===== config.mk =====
export PLATFORM = sky130hd
export DESIGN_NAME = ps2_receiver
export DESIGN_NICKNAME = d
export VERILOG_FILES = /design/src/rtl/ps2_receiver_pkg.sv /design/src/rtl/ps2_sync_filter.sv /design/src/rtl/ps2_receiver.sv
export SDC_FILE = /design/constraint.sdc
export NUM_CORES = 1
export LEC_CHECK = 0
export CAP_MARGIN = 5
export CORE_ASPECT_RATIO = 1.25
export CORE_MARGIN = 1.5
export CORE_UTILIZATION = 35
export CTS_BUF_LIST = sky130_fd_sc_hd__clkbuf_4
export CTS_CLUSTER_DIAMETER = 80
export DETAILED_ROUTE_END_ITERATION = 8
export PLACE_DENSITY_LB_ADDON = 0.1
export SLEW_MARGIN = 20
export SYNTH_ARGS = -nofsm -noshare
export SYNTH_HDL_FRONTEND = slang
export SYNTH_SLANG_ARGS = --single-unit

===== constraint.sdc =====
create_clock -name clk_i -period 5.3 [get_ports clk_i]
set_input_delay 1.06 -clock clk_i [delete_from_list [all_inputs] [get_ports clk_i]]
set_output_delay 1.06 -clock clk_i [all_outputs]
set_load 0.01 [all_outputs]

===== src/rtl/ps2_receiver_pkg.sv =====
// Shared types for the PS/2 receive path and its consumers.
package common;

    typedef logic [7:0] byte_t;

    localparam int FRAME_BITS = 11;

    // Frame bits in arrival order: [0] start, [8:1] data, [9] parity, [10] stop.
    function automatic logic frame_ok(input logic [FRAME_BITS-1:0] f);
        return !f[0] && f[10] && (^f[9:1]);
    endfunction

endpackage


===== src/rtl/ps2_sync_filter.sv =====
// Two-flop synchronizer followed by a saturating level filter.
module ps2_sync_filter #(
    parameter int FILTER_LEN = 8
) (
    input  logic clk,
    input  logic rst_n,
    input  logic line,
    output logic level
);

    localparam int CW = $clog2(FILTER_LEN + 1);

    logic          s1;
    logic          s2;
    logic [CW-1:0] cnt;

    always_ff @(posedge clk or negedge rst_n) begin
        if (!rst_n) begin
            s1    <= 1'b1;
            s2    <= 1'b1;
            level <= 1'b1;
            cnt   <= '0;
        end else begin
            s1 <= line;
            s2 <= s1;
            // Any sample that agrees with the current level restarts the run.
            if (s2 != level) begin
                if (cnt == CW'(FILTER_LEN - 1)) begin
                    level <= s2;
                    cnt   <= '0;
                end else begin
                    cnt <= cnt + 1'b1;
                end
            end else begin
                cnt <= '0;
            end
        end
    end

endmodule


===== src/rtl/ps2_receiver.sv =====
// PS/2 device-to-host receiver: deglitch, deserialize, check, strobe.
module ps2_receiver
    import common::*;
#(
    parameter int FILTER_LEN     = 8,
    parameter int TIMEOUT_CYCLES = 5000
) (
    input  logic  clk_i,
    input  logic  reset_i,
    input  logic  ps2_clk_async_i,
    input  logic  ps2_data_async_i,
    output byte_t data_o,
    output logic  valid_o
);

    localparam int TW = $clog2(TIMEOUT_CYCLES + 1);

    logic                  clk_f;
    logic                  data_f;
    logic                  clk_prev;
    logic                  fall;
    logic                  done;
    logic [3:0]            bit_cnt;
    logic [FRAME_BITS-1:0] shift;
    logic [TW-1:0]         tcnt;

    ps2_sync_filter #(.FILTER_LEN(FILTER_LEN)) u_clk_filter (
        .clk   (clk_i),
        .rst_n (reset_i),
        .line  (ps2_clk_async_i),
        .level (clk_f)
    );

    ps2_sync_filter #(.FILTER_LEN(FILTER_LEN)) u_data_filter (
        .clk   (clk_i),
        .rst_n (reset_i),
        .line  (ps2_data_async_i),
        .level (data_f)
    );

    assign fall = clk_prev & ~clk_f;

    always_ff @(posedge clk_i or negedge reset_i) begin
        if (!reset_i) begin
            clk_prev <= 1'b1;
            done     <= 1'b0;
            bit_cnt  <= '0;
            shift    <= '0;
            tcnt     <= '0;
            data_o   <= '0;
            valid_o  <= 1'b0;
        end else begin
            clk_prev <= clk_f;
            done     <= 1'b0;
            valid_o  <= 1'b0;
            // Checked one cycle after the stop bit lands in the shifter.
            if (done && frame_ok(shift)) begin
                data_o  <= shift[8:1];
                valid_o <= 1'b1;
            end
            if (fall) begin
                shift <= {data_f, shift[FRAME_BITS-1:1]};
                tcnt  <= '0;
                if (bit_cnt == 4'(FRAME_BITS - 1)) begin
                    bit_cnt <= '0;
                    done    <= 1'b1;
                end else begin
                    bit_cnt <= bit_cnt + 1'b1;
                end
            end else if (bit_cnt == '0) begin
                tcnt <= '0;
            end else if (tcnt == TW'(TIMEOUT_CYCLES - 1)) begin
                bit_cnt <= '0;
                tcnt    <= '0;
            end else begin
                tcnt <= tcnt + 1'b1;
            end
        end
    end

endmodule


# Yosys cells after proc, flatten, opt, wreduce, memory -nomap -nowiden
# Cells that the tools add are included.
word_totals:
  regBits: 53
  in_bits: 4
  output_inout_bits: 9
classes:
  addsub: 4
  eq_ne: 7
  n_mux: 14
  bitwise_logic: 2
  reduce_logical: 10
ops:
  columns: ["cell", "count"]
  rows:
  - ["$mux 13", 3]
  - ["$mux 4", 8]
  - ["$add 13x1->13 const B", 1]
  - ["$eq 13x13->1 const B", 1]
  - ["$add 4x1->4 const B", 3]
  - ["$reduce_xor 9->1", 1]
  - ["$eq 4x3->1 const B", 2]
  - ["$reduce_and 2->1", 3]
  - ["$eq 4x4->1 const B", 1]
  - ["$logic_not 4->1", 1]
  - ["$logic_and 1x1->1", 3]
  - ["$mux 1", 3]
  - ["$ne 1x1->1", 2]
  - ["$ne 2x2->1 const B", 1]
  - ["$reduce_bool 2->1", 1]
  - ["$and 1x1->1", 1]
  - ["$logic_not 1->1", 1]
  - ["$not 1->1", 1]

# Logic depth before layout (Yosys ltp)
logic_depth:
  word_depth: 5
  ltp_mapped: 6
  mapped_depth_nobuf: 6

# Hierarchy
# From an unflattened synthesis, not the netlist that was laid out.
unflattened:
  cells_unflattened: 209
  hier_area_um2: 2354.8
modules_own_cells:
  columns: ["module", "n_inst", "cells_each", "area_per_inst_um2", "seq_area_each_um2"]
  rows:
  - ["ps2_receiver", 1, 171, 1776.7, 977.2]
  - ["ps2_sync_filter", 2, 19, 289.0, 178.9]

# Worst setup path after synthesis
# No wires, ideal clock.
synth_path:
  path_kind: "register to register"
  from: "register shift[3]"
  to: "register data_o[0]"
  arrival_time_ns: 1.689
  required_time_ns: 5.175
  path_slack_ns: 3.486
  stages_incl_launch_ff: 5
  n_path_buf: 0
  period_less_slack_ns: 1.814
  path_cell_list: "dfrtp_1 xor2_1 xnor3_1 mux2i_4 mux2_2"
synth_via:
  elab_chain_cells: 3
synth_lines:
  columns: ["element", "line_no", "text"]
  rows:
  - ["start, declared", "ps2_receiver.sv:24", "logic [FRAME_BITS-1:0] shift;"]
  - ["start signal, assigned", "ps2_receiver.sv:62", "shift <= {data_f, shift[FRAME_BITS-1:1]};"]
  - ["$reduce_xor 9->1", "ps2_receiver_pkg.sv:10", "return !f[0] && f[10] && (^f[9:1]);"]
  - ["$logic_and 1x1->1", "ps2_receiver_pkg.sv:10", null]
  - ["$logic_and 1x1->1", "ps2_receiver.sv:57", "if (done && frame_ok(shift)) begin"]
  - ["end signal, assigned", "ps2_receiver.sv:58", "data_o <= shift[8:1];"]
  - ["end, declared", "ps2_receiver.sv:12", "output byte_t data_o,"]
# No other way between the ends.
# A chain may end at the register's enable or synchronous reset.

# Worst setup path in the final report
layout_path:
  from: "register data_o[6]"
  to: "output data_o[6]"
# No word-level cell between the ends.

==> results.toml <==
[clock_network]
path_clk_slew_ns = 0.16
cts_max_path_buffers = 2
cts_setup_buffers = 0
cts_tree = "yes"
clock_sinks = 53
cts-root-buf = "clkbuf_4"
cts_max_level = 2
insertion_delay_ns = 0.38
holdBufCountCts = 0
numCtsBuffers = 5
post_cts_resized = 0

[global_route]
overflow = 0
grt_busiest_layer = "met2"
grt_util_all_layers_pct = 12.7
globalRouteMet1Util_pct = 17.0
grt_use_met2_pct = 18.9
grt_max_degree = 54
grt_use_met3_pct = 3.54
grt_pass1_wl_um = 6860
antenna_found_initial = 0
grt_pass1_vias = 1506

[timing]
tightest_slew_ns = 0.663
final_hold_viol_count = 0
timing.final.crit_share_pct = 44.5
rsz0062_at_grt = "no"
period_needed_ns = 2.36
setup-tns-final_ns = 0
fin_hold_ws_ns = 0.365
relSlewSlack_pct = 55.8
drv_slew = 0
fmax_mhz = 424
finalSetupViolations = 0
clock_skew_ns = 0.0123

[yosys]
syn_inst = 211
syn_avg_cell_area_um2 = 10.9
async_reset_ff_share_pct = 100
synth_seq_cells = 53
yosysTopAreaCell = "dfrtp_1"
ys_warn_count = 0
syn_nets = 221
ys_seq_area_share_pct = 57.9
yosysMostFrequentCell = "nand2_1"
synth_common_cells = "47 x nand2_1, 46 x dfrtp_1, 23 x nor2_1"
synth_area_leaders = "dfrtp_1 50%, dfstp_2 8.0%, nand2_1 7.6%, mux2_2 4.9%, xnor2_1 4.6%"
synth_edf_count = 0
synth_area_um2 = 2310
yosysUniqueCellTypes = 30
synth_top_area_share_pct = 49.9
synthFlopType = "dfrtp_1"

[critical_path]
cp_slowest_cell = "clkdlybuf4s50_1"
cpLargestDelayFamily = "buffers and inverters"
crit_fanout = 2
timing.rr.end = "data_o[0]"
cp.arrival_ns = 1.30
critPathLaunchType = "flip-flop"
r2r_cells = 4
crit_buf_inv = 1
crit_type = "flip-flop to primary output"
r2r_slack_ns = 3.36
crit_path_end_kind = "primary output"
crit_required_ns = 4.24
crit_chain = "clkdlybuf4s50_1"
cp_slowest_stage_delay_ns = 0.53
r2r-start = "shift[3]"

[detailed_routing]
wire_per_inst_um = 11.9
via_per_inst = 4.68
drt_iter0_drc = 45
drc = 0
vias = 1473
final_antenna_net_count = 0
dr.pass1.iters = 4
drt_wl_total_um = 3740

[die]
die_area_um2 = 7090
fp.dieH_um = 93.8
fp.coreArea_um2 = 6290
die_x_um = 75.6
rows = 32
num_io_pins = 13
initial_utilization_pct = 36.7

[outcome]
outcome = "finished, final reports clean"

[cells_and_area]
antenna_cells = 0
nFillCells = 644
syn_to_final_growth_pct = 12.1
multiInputGateArea_um2 = 950
nets = 239
seqCellArea_um2 = 1340
drive_gt1_share_pct = 12.6
stdcell_count = 315

[placement]
dp_hpwl_um = 2440
placed_cells = 307
portBuffers = 12
place_congestion = 0.711

[worst_hold_path]
hold_path_class = "flip-flop to flip-flop"
holdPathEnd = "u_clk_filter.s2"
whs_path_depth = 0
min_from = "u_clk_filter.s1"

[power]
vdd_ir_drop_max_uv = 114
pwr_density_cell_nw_per_um2 = 353
p_leak_nw = 1.20

[flow_run]
maxCapViolCount = 0
## worst max path at each step
| stage | slack, ns | endpoint | cells after the start | startpoint |
|---|---|---|---|---|
| after floorplan | 3.49 | data_o[0] | 4 | shift[3] |
| after global placement | 3.37 | data_o[0] | 4 | shift[3] |
| after detailed placement | 3.34 | data_o[4] | 4 | shift[3] |
| after CTS | 2.92 | data_o[6] | 1 | data_o[6] |
| after global routing | 2.87 | data_o[1] | 1 | data_o[1] |
| final | 2.94 | data_o[6] | 1 | data_o[6] |
## area by class of cell
cell class | instances | share of cell area (%)
Tap cell | 85 | 4.11
Inverter | 3 | 0.435
Multi-Input combinational cell | 152 | 36.7
Clock inverter | 3 | 0.677
Clock buffer | 5 | 1.45
Sequential cell | 53 | 51.6
Timing Repair Buffer | 14 | 5.03
## state kept, by name, summed over array words and instances (netlist names), 4 cells and up
| name | flops |
|---|---|
| tcnt | 13 |
| shift | 11 |
| data_o | 8 |
| u_clk_filter.cnt | 4 |
| bit_cnt | 4 |
| u_data_filter.cnt | 4 |
## logic make-up (layout without fill, tap and decap cells)
family                   count (synthesis)  count (layout)  synth area share [%]
AO/OA/AOI/OAI                           11              11                  2.93
XOR/XNOR                                20              20                  8.79
adder cells (fa/ha/maj)                  6               6                  3.25
buffers and inverters                    6              25                 0.976
multiplexers                            11              11                  5.86
AND/OR/NAND/NOR                        104             104                  20.3
flip-flops                              53              53                  57.9
## power by group
part	switching, mW	leakage (nW)	internal [mW]
Clock	0.129	0.0310	0.0503
Combinational	0.129	0.468	0.0878
Sequential	0.0504	0.706	0.466
## layer usage
metal / up-vias / wire, µm
met5: - / 0
met4: 0 / 77
met3: 6 / 134
met2: 27 / 1680
met1: 703 / 1850
li1: 737 / -
## through the flow
stage / setup slack, ns / util, % / total power, mW / instance area [µm²]
after floorplan: 3.49 / - / 0.684 / 2310
after CTS: 2.92 / 41.2 / 0.932 / 2590
after global placement: 3.37 / 40.3 / 0.749 / 2530
final: 2.94 / 41.2 / 0.914 / 2590
after global routing: 2.87 / 41.2 / 0.988 / 2590
after detailed placement: 3.34 / 40.3 / 0.749 / 2530
## placed cells by master (no fill, tap or decap), types with 2 or more instances in the layout
cell              n
clkinv_2          2
ha_1              6
buf_4             2
nand3_1           6
xnor2_1          12
nand2_1          47
nor3_1            6
o21ai_0           4
nand4_1           3
inv_1             3
nor2b_1           4
a21oi_1           4
dfstp_2           7
dfrtp_1          46
clkdlybuf4s50_1  11
and2_1            3
xor2_1            6
mux2_2           10
and3_1            3
xnor3_1           2
nor2_1           23
nand3b_1          2
nor4_1            2
clkbuf_4          5
No activity file was read; power rests on OpenSTA's default activity.
